**src/rtl/adder_arb_pkg.sv**
```systemverilog
// Shared types and the round-robin pick function for the adder arbiter.
// rr_pick searches at most MAX_REQ requesters; callers pad narrower vectors.
package adder_arb_pkg;

  typedef enum logic [1:0] {IDLE, EXEC, RESP} state_t;

  localparam int DATA_W_DEF = 32;
  localparam int MAX_REQ    = 8;

  typedef struct packed {
    logic       found;
    logic [2:0] idx;
  } pick_t;

  // First valid index strictly after 'last', wrapping at numReq.
  function automatic pick_t rr_pick(input logic [MAX_REQ-1:0] valid,
                                    input logic [2:0]         last,
                                    input int                 numReq);
    pick_t      pick;
    logic [4:0] pos;
    pick = '0;
    for (int k = 1; k <= MAX_REQ; k++) begin
      pos = {2'b00, last} + 5'(k);
      if (pos >= 5'(numReq)) pos = pos - 5'(numReq);
      if (k <= numReq && !pick.found && valid[pos[2:0]]) begin
        pick.found = 1'b1;
        pick.idx   = pos[2:0];
      end
    end
    return pick;
  endfunction

endpackage

```
**src/rtl/adder_arbiter_rr_arbiter.sv**
```systemverilog
// Round-robin arbiter: combinational pick from the stored last grant,
// pointer advances only when the owning operation completes.
module rr_arbiter
  import adder_arb_pkg::*;
#(
  parameter int NUM_REQ = 4,
  parameter int ID_W    = 2
) (
  input  logic               clock,
  input  logic               reset,
  input  logic [NUM_REQ-1:0] i_valid,
  input  logic               i_commit,
  input  logic [ID_W-1:0]    i_commitId,
  output logic               o_found,
  output logic [ID_W-1:0]    o_winner
);

  logic [ID_W-1:0]    r_lastGrant;
  logic [MAX_REQ-1:0] w_validPad;
  pick_t              w_pick;

  always_comb begin
    w_validPad                = '0;
    w_validPad[NUM_REQ-1:0]   = i_valid;
    w_pick                    = rr_pick(w_validPad, 3'(r_lastGrant), NUM_REQ);
  end

  assign o_found  = w_pick.found;
  assign o_winner = ID_W'(w_pick.idx);

  // Last grant starts at the top index so requester 0 wins first after reset.
  always_ff @(posedge clock) begin
    if (!reset) begin
      r_lastGrant <= ID_W'(NUM_REQ - 1);
    end else if (i_commit) begin
      r_lastGrant <= i_commitId;
    end
  end

endmodule

```
**src/rtl/adder_arbiter.sv**
```systemverilog
// Shares one adder between NUM_REQ valid/ready requesters, one operation in
// flight, round-robin grant, result returned on the winner's response channel.
module adder_arbiter
  import adder_arb_pkg::*;
#(
  parameter int NUM_REQ = 4,
  parameter int DATA_W  = DATA_W_DEF,
  parameter int ADD_LAT = 0,
  parameter int ID_W    = 2
) (
  input  logic                      clock,
  input  logic                      reset,
  input  logic [NUM_REQ-1:0]        req_valid,
  output logic [NUM_REQ-1:0]        req_ready,
  input  logic [NUM_REQ*DATA_W-1:0] req_a,
  input  logic [NUM_REQ*DATA_W-1:0] req_b,
  output logic [NUM_REQ-1:0]        rsp_valid,
  input  logic [NUM_REQ-1:0]        rsp_ready,
  output logic [DATA_W-1:0]         rsp_data,
  output logic [DATA_W-1:0]         add_a,
  output logic [DATA_W-1:0]         add_b,
  input  logic [DATA_W-1:0]         add_c,
  output logic [ID_W-1:0]           grant_id,
  output logic                      busy,
  output logic [31:0]               op_count
);

  localparam int CNT_W = (ADD_LAT > 0) ? $clog2(ADD_LAT + 1) : 1;

  state_t            r_state;
  state_t            w_stateNext;
  logic [CNT_W-1:0]  r_waitCnt;
  logic [DATA_W-1:0] r_addA;
  logic [DATA_W-1:0] r_addB;
  logic [DATA_W-1:0] r_rspData;
  logic [ID_W-1:0]   r_grantId;
  logic [31:0]       r_opCount;
  logic              w_found;
  logic [ID_W-1:0]   w_winner;
  logic              w_commit;
  logic              w_rspHandshake;

  rr_arbiter #(
    .NUM_REQ (NUM_REQ),
    .ID_W    (ID_W)
  ) u_rr (
    .clock      (clock),
    .reset      (reset),
    .i_valid    (req_valid),
    .i_commit   (w_commit),
    .i_commitId (r_grantId),
    .o_found    (w_found),
    .o_winner   (w_winner)
  );

  assign w_rspHandshake = rsp_ready[r_grantId];

  always_comb begin
    w_stateNext = r_state;
    req_ready   = '0;
    w_commit    = 1'b0;
    unique case (r_state)
      IDLE: begin
        if (w_found) begin
          w_stateNext = EXEC;
          if (reset) req_ready[w_winner] = 1'b1;
        end
      end
      EXEC: begin
        if (r_waitCnt == '0) w_stateNext = RESP;
      end
      RESP: begin
        if (w_rspHandshake) begin
          w_stateNext = IDLE;
          w_commit    = 1'b1;
        end
      end
      default: w_stateNext = IDLE;
    endcase
  end

  always_comb begin
    rsp_valid = '0;
    if (r_state == RESP) rsp_valid[r_grantId] = 1'b1;
  end

  // Operands stay frozen through EXEC so a pipelined adder sees stable inputs.
  always_ff @(posedge clock) begin
    if (!reset) begin
      r_state   <= IDLE;
      r_waitCnt <= '0;
      r_addA    <= '0;
      r_addB    <= '0;
      r_rspData <= '0;
      r_grantId <= '0;
      r_opCount <= '0;
    end else begin
      r_state <= w_stateNext;
      unique case (r_state)
        IDLE: begin
          if (w_found) begin
            r_addA    <= req_a[int'(w_winner)*DATA_W +: DATA_W];
            r_addB    <= req_b[int'(w_winner)*DATA_W +: DATA_W];
            r_grantId <= w_winner;
            r_waitCnt <= CNT_W'(ADD_LAT);
          end
        end
        EXEC: begin
          if (r_waitCnt == '0) r_rspData <= add_c;
          else                 r_waitCnt <= r_waitCnt - 1'b1;
        end
        RESP: begin
          if (w_rspHandshake) r_opCount <= r_opCount + 32'd1;
        end
        default: ;
      endcase
    end
  end

  assign add_a    = r_addA;
  assign add_b    = r_addB;
  assign rsp_data = r_rspData;
  assign grant_id = r_grantId;
  assign op_count = r_opCount;
  assign busy     = (r_state != IDLE);

endmodule

```
**config.mk**
```make
export PLATFORM = sky130hd
export DESIGN_NAME = adder_arbiter
export DESIGN_NICKNAME = d
export VERILOG_FILES = /design/src/rtl/adder_arb_pkg.sv /design/src/rtl/adder_arbiter_rr_arbiter.sv /design/src/rtl/adder_arbiter.sv
export SDC_FILE = /design/constraint.sdc
export NUM_CORES = 1
export LEC_CHECK = 0
export CORE_AREA = 4 4 167 169
export DETAILED_ROUTE_END_ITERATION = 7
export DIE_AREA = 0 0 171 173
export PLACE_DENSITY = 0.69
export SLEW_MARGIN = 10
export SYNTH_ARGS = -nofsm -noshare
export SYNTH_HDL_FRONTEND = slang
export SYNTH_HIERARCHICAL = 1
export SYNTH_SLANG_ARGS = --single-unit
```
**constraint.sdc**
```tcl
create_clock -name clock -period 7.2 [get_ports clock]
set_clock_uncertainty 0.2 [all_clocks]
set_input_delay 1.8 -clock clock [delete_from_list [all_inputs] [get_ports clock]]
set_output_delay 1.8 -clock clock [all_outputs]
set_load 0.01 [all_outputs]
```
==> results.sh, run 1 <==
export IMPL_cts_setup_buffers=0
export IMPL_cp_end_kind="output pin"
export IMPL_first_pass_iters=5
export IMPL_synthTopCellsByArea="dfxtp_1 38%, mux4_2 20%, nand2_1 12%"
export IMPL_whs_path_depth=2
export IMPL_ir_worst_vdd_mv=0.137
export IMPL_outcome="complete, no violations"
export IMPL_grt_pass1_vias=7637
export IMPL_fp_dieW_um=171
export IMPL_fill_cells=2568
export IMPL_post_route_cells_drive_above_1_share_pct=9.73
export IMPL_hp_start="add_b[1]$_SDFFE_PN0P_"
export IMPL_final_util_pct=46.4
export IMPL_period_share_pct=90.4
export IMPL_grt_pass1_wl_mm=42.7
export IMPL_tightest_slew_ns=1.15
export IMPL_regToRegEndpoint="add_b[0]$_SDFFE_PN0P_"
export IMPL_cts_made_buffers=17
export IMPL_netlist_instances=785
export IMPL_routed_wl_mm=28.5
export IMPL_layout_min_cycle_time_ns=6.51
export IMPL_synth_most_common_cell="nand2_1"
export IMPL_synth_seq_cells=134
export IMPL_hold_violations=0
export IMPL_nets=1480
export IMPL_dp_final_hpwl_mm=22.2
export IMPL_cts_tree="built"
export IMPL_powerDensity_nw_per_um2=219
export IMPL_postCtsResizedCells=0
export IMPL_max_cap_violations=0
export IMPL_vias=7630
export IMPL_ys_flop_type="dfxtp_1"
export IMPL_die_area_sq_um=29600
export IMPL_fin_area_sq_um=12300
export IMPL_r2r_start="u_rr/r_lastGrant[0]$_SDFFE_PN1P_"
export IMPL_synth_cell_area_sq_um=7080
export IMPL_hp_class="reg2reg"
export IMPL_synth_common_cells="225 x nand2_1, 134 x dfxtp_1, 120 x a21oi_1"
export IMPL_synth_top_cell_area_share_pct=37.9
export IMPL_place_congestion=0.958
export IMPL_antenna_left=0
export IMPL_start_kind="input port"
export IMPL_antenna_found_initial=1
export IMPL_viasPerCell=4.97
export IMPL_synth_edff_count=0
export IMPL_arrival_ns=4.51
export IMPL_finalMaxSlewViolations=0
export IMPL_required_ns=5.20
export IMPL_grt_usage_pct=18.5
export IMPL_core_area_sq_um=26600
export IMPL_ys_seq_area_share_pct=37.9
export IMPL_root_buffer="clkbuf_16"
export IMPL_drtIter0Drc=495
export IMPL_grt_overflow_total=0
export IMPL_boundaryPins=437
export IMPL_critPathKind="in2out"
export IMPL_area_growth_pct=74.0
export IMPL_max_slew_margin_rel_pct=23.2
export IMPL_drcViolationCount=0
export IMPL_io_buffers=436
export IMPL_initial_core_util_pct=26.7
export IMPL_setup_viol=0
export IMPL_path_clk_slew_ns=0.06
export IMPL_rows=60
export IMPL_placed_cell_area_sq_um=11700
export IMPL_rsz0062_at_grt="false"
export IMPL_holdWs_ns=0.250
export IMPL_die_height_um=173
export IMPL_hold_buffers=0
export IMPL_syn_nets=1085
export IMPL_synth_async_reset_ratio_pct=0
export IMPL_yosys_warnings=6
export IMPL_fmax_mhz=154
export IMPL_insertion_delay_ns=0.41
export IMPL_ff2ff_path_depth=11
export IMPL_rrSetupSlack_ns=2.46
export IMPL_grt_max_degree=72
export IMPL_crit_fanout=26
export IMPL_tns_ns=0
export IMPL_cts_sinks=134
export IMPL_ys_types=52
export IMPL_whs_endpoint="add_b[1]$_SDFFE_PN0P_"
export IMPL_htree_levels=4
export IMPL_p_leak_nw=4.31
export IMPL_yosys_area_top_type="dfxtp_1"
export IMPL_synth_avg_cell_area_sq_um=9.02
export IMPL_clockBufferDepth=2
export IMPL_avgRoutedWirePerCell_um=18.6
-- registers in the layout, summed over array words and instances (netlist names) --
name	flops
u_rr/r_lastGrant	2
grant_id	2
add_a	32
r_state	2
op_count	32
rsp_data	32
add_b	32
-- per-stage QoR --
stage	cells	total power [mW]	worst slack, ns
final	1534	2.70	0.694
after global routing	1534	2.84	0.499
after CTS	1533	2.75	0.688
after detailed placement	1502	1.77	0.684
after global placement	1502	1.76	0.761
after floorplan	785	1.32	1.50
-- worst max-delay path by stage --
stage | startpoint | end | slack, ns | depth (start not counted)
finish | req_valid[3] | req_ready[3] | 0.69 | 8
global route | req_valid[2] | req_ready[0] | 0.50 | 7
CTS | req_valid[3] | req_ready[3] | 0.69 | 8
detailed placement | req_valid[3] | req_ready[3] | 0.68 | 8
global placement | req_valid[3] | req_ready[3] | 0.76 | 8
floorplan | req_valid[1] | req_ready[3] | 1.50 | 9
-- kinds of logic after synthesis --
| logic type | synth area share (%) |
|---|---|
| adders and majority gates | 0.353 |
| muxes | 23.1 |
| DFF | 37.9 |
| xor gates and xnor gates | 0.247 |
| AOI/OAI and AO/OA | 13.2 |
| and+or+nand+nor | 20.5 |
| buffers and inverters | 4.70 |
-- power breakdown --
| part | leakage, nW | switching [mW] | internal (mW) |
|---|---|---|---|
| Sequential | 1.10 | 0.0498 | 0.823 |
| Combinational | 2.89 | 0.377 | 0.488 |
| Clock | 0.318 | 0.348 | 0.618 |
-- worst max-delay path: stages --
cell and delay, ns:
clkdlybuf4s50_1 0.58, mux2_2 0.35, a22oi_1 0.27, o221ai_1 0.20
o21ai_4 0.11, buf_4 0.42, and3_1 0.23, clkdlybuf4s50_1 0.54
-- metal layers --
layer | global-route usage, % | vias up | part of all wire (%)
li1 | - | 3634 | -
met1 | 21.8 | 3632 | 39
met2 | 32.1 | 321 | 50
met3 | 5.65 | 43 | 8.0
met4 | 5.84 | 0 | 2.9
met5 | 0 | - | 0
-- cell type report --
| cell class | instances | area, sq um | area share (%) |
|---|---|---|---|
| Sequential cell | 134 | 2680 | 21.8 |
| Timing Repair Buffer | 445 | 4430 | 36.0 |
| Clock buffer | 17 | 425 | 3.45 |
| Antenna cell | 1 | 2.50 | 0.0203 |
| Inverter | 7 | 28.8 | 0.234 |
| Clock inverter | 14 | 225 | 1.83 |
| Multi-Input combinational cell | 575 | 4100 | 33.3 |
| Tap cell | 341 | 427 | 3.46 |
-- cell usage in the layout, fill, tap and decap left out, types with 2 or more instances in the layout --
master / synthesis / routed
o211ai_1: 2 / 2
dfxtp_1: 134 / 134
and4_1: 4 / 4
o21ai_0: 9 / 8
o31ai_1: 18 / 17
ha_1: 2 / 2
nand4_1: 11 / 11
a211oi_1: 2 / 2
or3_1: 5 / 5
nand2_1: 225 / 224
buf_4: 0 / 9
or4_1: 17 / 17
or2b_1: 2 / 2
clkbuf_16: 0 / 17
and2_1: 6 / 6
bufinv_16: 0 / 5
clkdlybuf4s50_1: 0 / 436
clkinv_4: 0 / 6
and3_1: 6 / 6
inv_1: 6 / 6
inv_6: 0 / 2
mux2i_1: 16 / 16
nor4_1: 9 / 9
mux4_2: 64 / 64
mux2_2: 2 / 2
o221ai_1: 2 / 2
nand2b_1: 8 / 8
a21oi_1: 120 / 120
nor2_1: 15 / 15
nand3_1: 8 / 8
Note: power is estimated with default switching activity, not from simulation.
==> inputs of run 2 (changes only) <==
--- a/config.mk
+++ b/config.mk
@@ -5,10 +5,10 @@
 export SDC_FILE = /design/constraint.sdc
 export NUM_CORES = 1
 export LEC_CHECK = 0
-export CORE_AREA = 4 4 167 169
+export CORE_AREA = 2 2 170 172
 export DETAILED_ROUTE_END_ITERATION = 7
-export DIE_AREA = 0 0 171 173
-export PLACE_DENSITY = 0.69
+export DIE_AREA = 0 0 172 174
+export PLACE_DENSITY = 0.67
 export SLEW_MARGIN = 10
 export SYNTH_ARGS = -nofsm -noshare
 export SYNTH_HDL_FRONTEND = slang
==> constraint.sdc (replaced) <==
create_clock -name clock -period 7.7 [get_ports clock]
set_clock_uncertainty 0.2 [all_clocks]
set_input_delay 1.925 -clock clock [delete_from_list [all_inputs] [get_ports clock]]
set_output_delay 1.925 -clock clock [all_outputs]
set_load 0.01 [all_outputs]
==> results.sh, run 2 (same netlist as run 1, synthesis figures left out) <==
export IMPL_outcome="complete, no violations"
export IMPL_required_ns=5.58
export IMPL_powerDensity_nw_per_um2=203
export IMPL_grt_pass1_vias=7416
export IMPL_crit_path_frequent_cell="clkdlybuf4s50_1"
export IMPL_drtIter0Drc=394
export IMPL_core_area_sq_um=28200
export IMPL_grt_pass1_wl_mm=42.2
export IMPL_max_cap_violations=0
export IMPL_cts_setup_buffers=0
export IMPL_initial_core_util_pct=25.1
export IMPL_max_stage_delay_ns=0.66
export IMPL_tightest_slew_ns=0.858
export IMPL_cts_sinks=134
export IMPL_hp_class="reg2reg"
export IMPL_place_congestion=0.846
export IMPL_period_share_pct=87.0
export IMPL_finalMaxSlewViolations=0
export IMPL_routed_wl_mm=28.2
export IMPL_first_pass_iters=4
export IMPL_fmax_mhz=149
export IMPL_crit_fanout=9
export IMPL_crit_path_cell_trace="clkdlybuf4s50_1 -> mux2i_1 -> nor2_1 -> a211oi_1 -> o31ai_4 -> buf_4 -> nor4_1 -> clkdlybuf4s50_1"
export IMPL_hold_violations=0
export IMPL_antenna_cells=0
export IMPL_post_route_cells_drive_above_1_share_pct=9.97
export IMPL_tns_ns=0
export IMPL_clockBufferDepth=2
export IMPL_crit_family="buffers and inverters"
export IMPL_cts_made_buffers=17
export IMPL_insertion_delay_ns=0.41
export IMPL_arrival_ns=4.57
export IMPL_vias=7577
export IMPL_die_height_um=174
export IMPL_avgRoutedWirePerCell_um=17.9
export IMPL_dp_cells=1546
export IMPL_grt_max_degree=69
export IMPL_fin_cells=1578
export IMPL_cp_end_kind="output pin"
export IMPL_htree_levels=4
export IMPL_critPathBufInv=3
export IMPL_nets=1481
export IMPL_area_growth_pct=74.5
export IMPL_grt_overflow_total=0
export IMPL_total_power_mw=2.51
export IMPL_die_area_sq_um=29900
export IMPL_antenna_left=0
export IMPL_dp_final_hpwl_mm=21.4
export IMPL_layout_min_cycle_time_ns=6.70
export IMPL_postCtsResizedCells=0
export IMPL_hold_buffers=0
export IMPL_p_leak_nw=4.29
export IMPL_cts_tree="built"
export IMPL_final_common_cell="clkdlybuf4s50_1"
export IMPL_final_util_pct=43.8
export IMPL_fp_dieW_um=172
export IMPL_slowest_stage="clkdlybuf4s50_1"
export IMPL_layout_common_cells="436 x clkdlybuf4s50_1, 224 x nand2_1, 134 x dfxtp_1, 120 x a21oi_1, 64 x mux4_2"
export IMPL_path_clk_slew_ns=0.06
export IMPL_grt_usage_pct=18.3
export IMPL_critPathKind="in2out"
export IMPL_start_kind="input port"
export IMPL_max_slew_margin_rel_pct=42.8
export IMPL_root_buffer="clkbuf_16"
export IMPL_viasPerCell=4.80
export IMPL_antenna_found_initial=0
export IMPL_rows=62
export IMPL_ir_worst_vdd_mv=0.151
export IMPL_io_buffers=436
export IMPL_boundaryPins=437
export IMPL_rsz0062_at_grt="false"
export IMPL_drcViolationCount=0
export IMPL_setup_viol=0
run 2: changes by cell type in the layout (fill, tap and decap cells not counted), moves of 2 or more:
cell        delta
inv_6          +3
inv_8          +2
clkinvlp_4     +3
bufinv_16      -2
clkinv_4       -5
run 2: layout make-up:
cell class	instances	area (sq um)
clock buffers	18	439
clock inverters	14	188
fillers	2782	15900
inverters	7	28.8
multi-input cells	575	4100
flip-flops and latches	134	2680
well taps	384	480
repair buffers	446	4440
run 2: power breakdown:
part | switching, mW | internal (mW) | total [mW]
Sequential | 0.0463 | 0.769 | 0.815
Clock | 0.349 | 0.529 | 0.878
Combinational | 0.358 | 0.458 | 0.816
run 2: metrics by stage:
| stage | setup slack, ns | area, sq um | hold slack [ns] |
|---|---|---|---|
| floorplan | 1.75 | 7080 | 0.281 |
| CTS | 1.01 | 12400 | 0.254 |
| global placement | 1.05 | 11700 | 0.241 |
| finish | 1.00 | 12400 | 0.253 |
| global route | 0.819 | 12400 | 0.274 |
| detailed placement | 1.01 | 11700 | 0.245 |
run 2: per-layer routing:
layer	global-route usage [%]	vias up	share of wire, %	routed length [um]
met3	4.39	19	7.2	2030
met4	4.62	0	1.5	436
met5	0	-	0	0
li1	-	3630	-	-
met1	22.7	3606	41	11600
met2	31.7	322	50	14100
run 2: final timing paths:
path	slack (ns)	start	end	depth (start not counted)
max	1.00	req_valid[2]	req_ready[0]	8
min	0.25	add_b[28]$_SDFFE_PN0P_	add_b[28]$_SDFFE_PN0P_	2
max reg2reg	2.79	u_rr/r_lastGrant[0]$_SDFFE_PN1P_	add_b[0]$_SDFFE_PN0P_	11
min reg2reg	0.25	add_b[28]$_SDFFE_PN0P_	add_b[28]$_SDFFE_PN0P_	2
run 2: worst reg2reg max path, cell delays in order (launching register included):
cell	delay, ns
dfxtp_1	0.66
inv_1	0.24
ha_1	0.54
mux2i_1	0.39
a311o_2	0.23
nand3_1	0.12
o21ai_4	0.39
buf_4	0.39
buf_4	0.72
mux4_2	0.68
nand2_1	0.12
a21oi_1	0.08
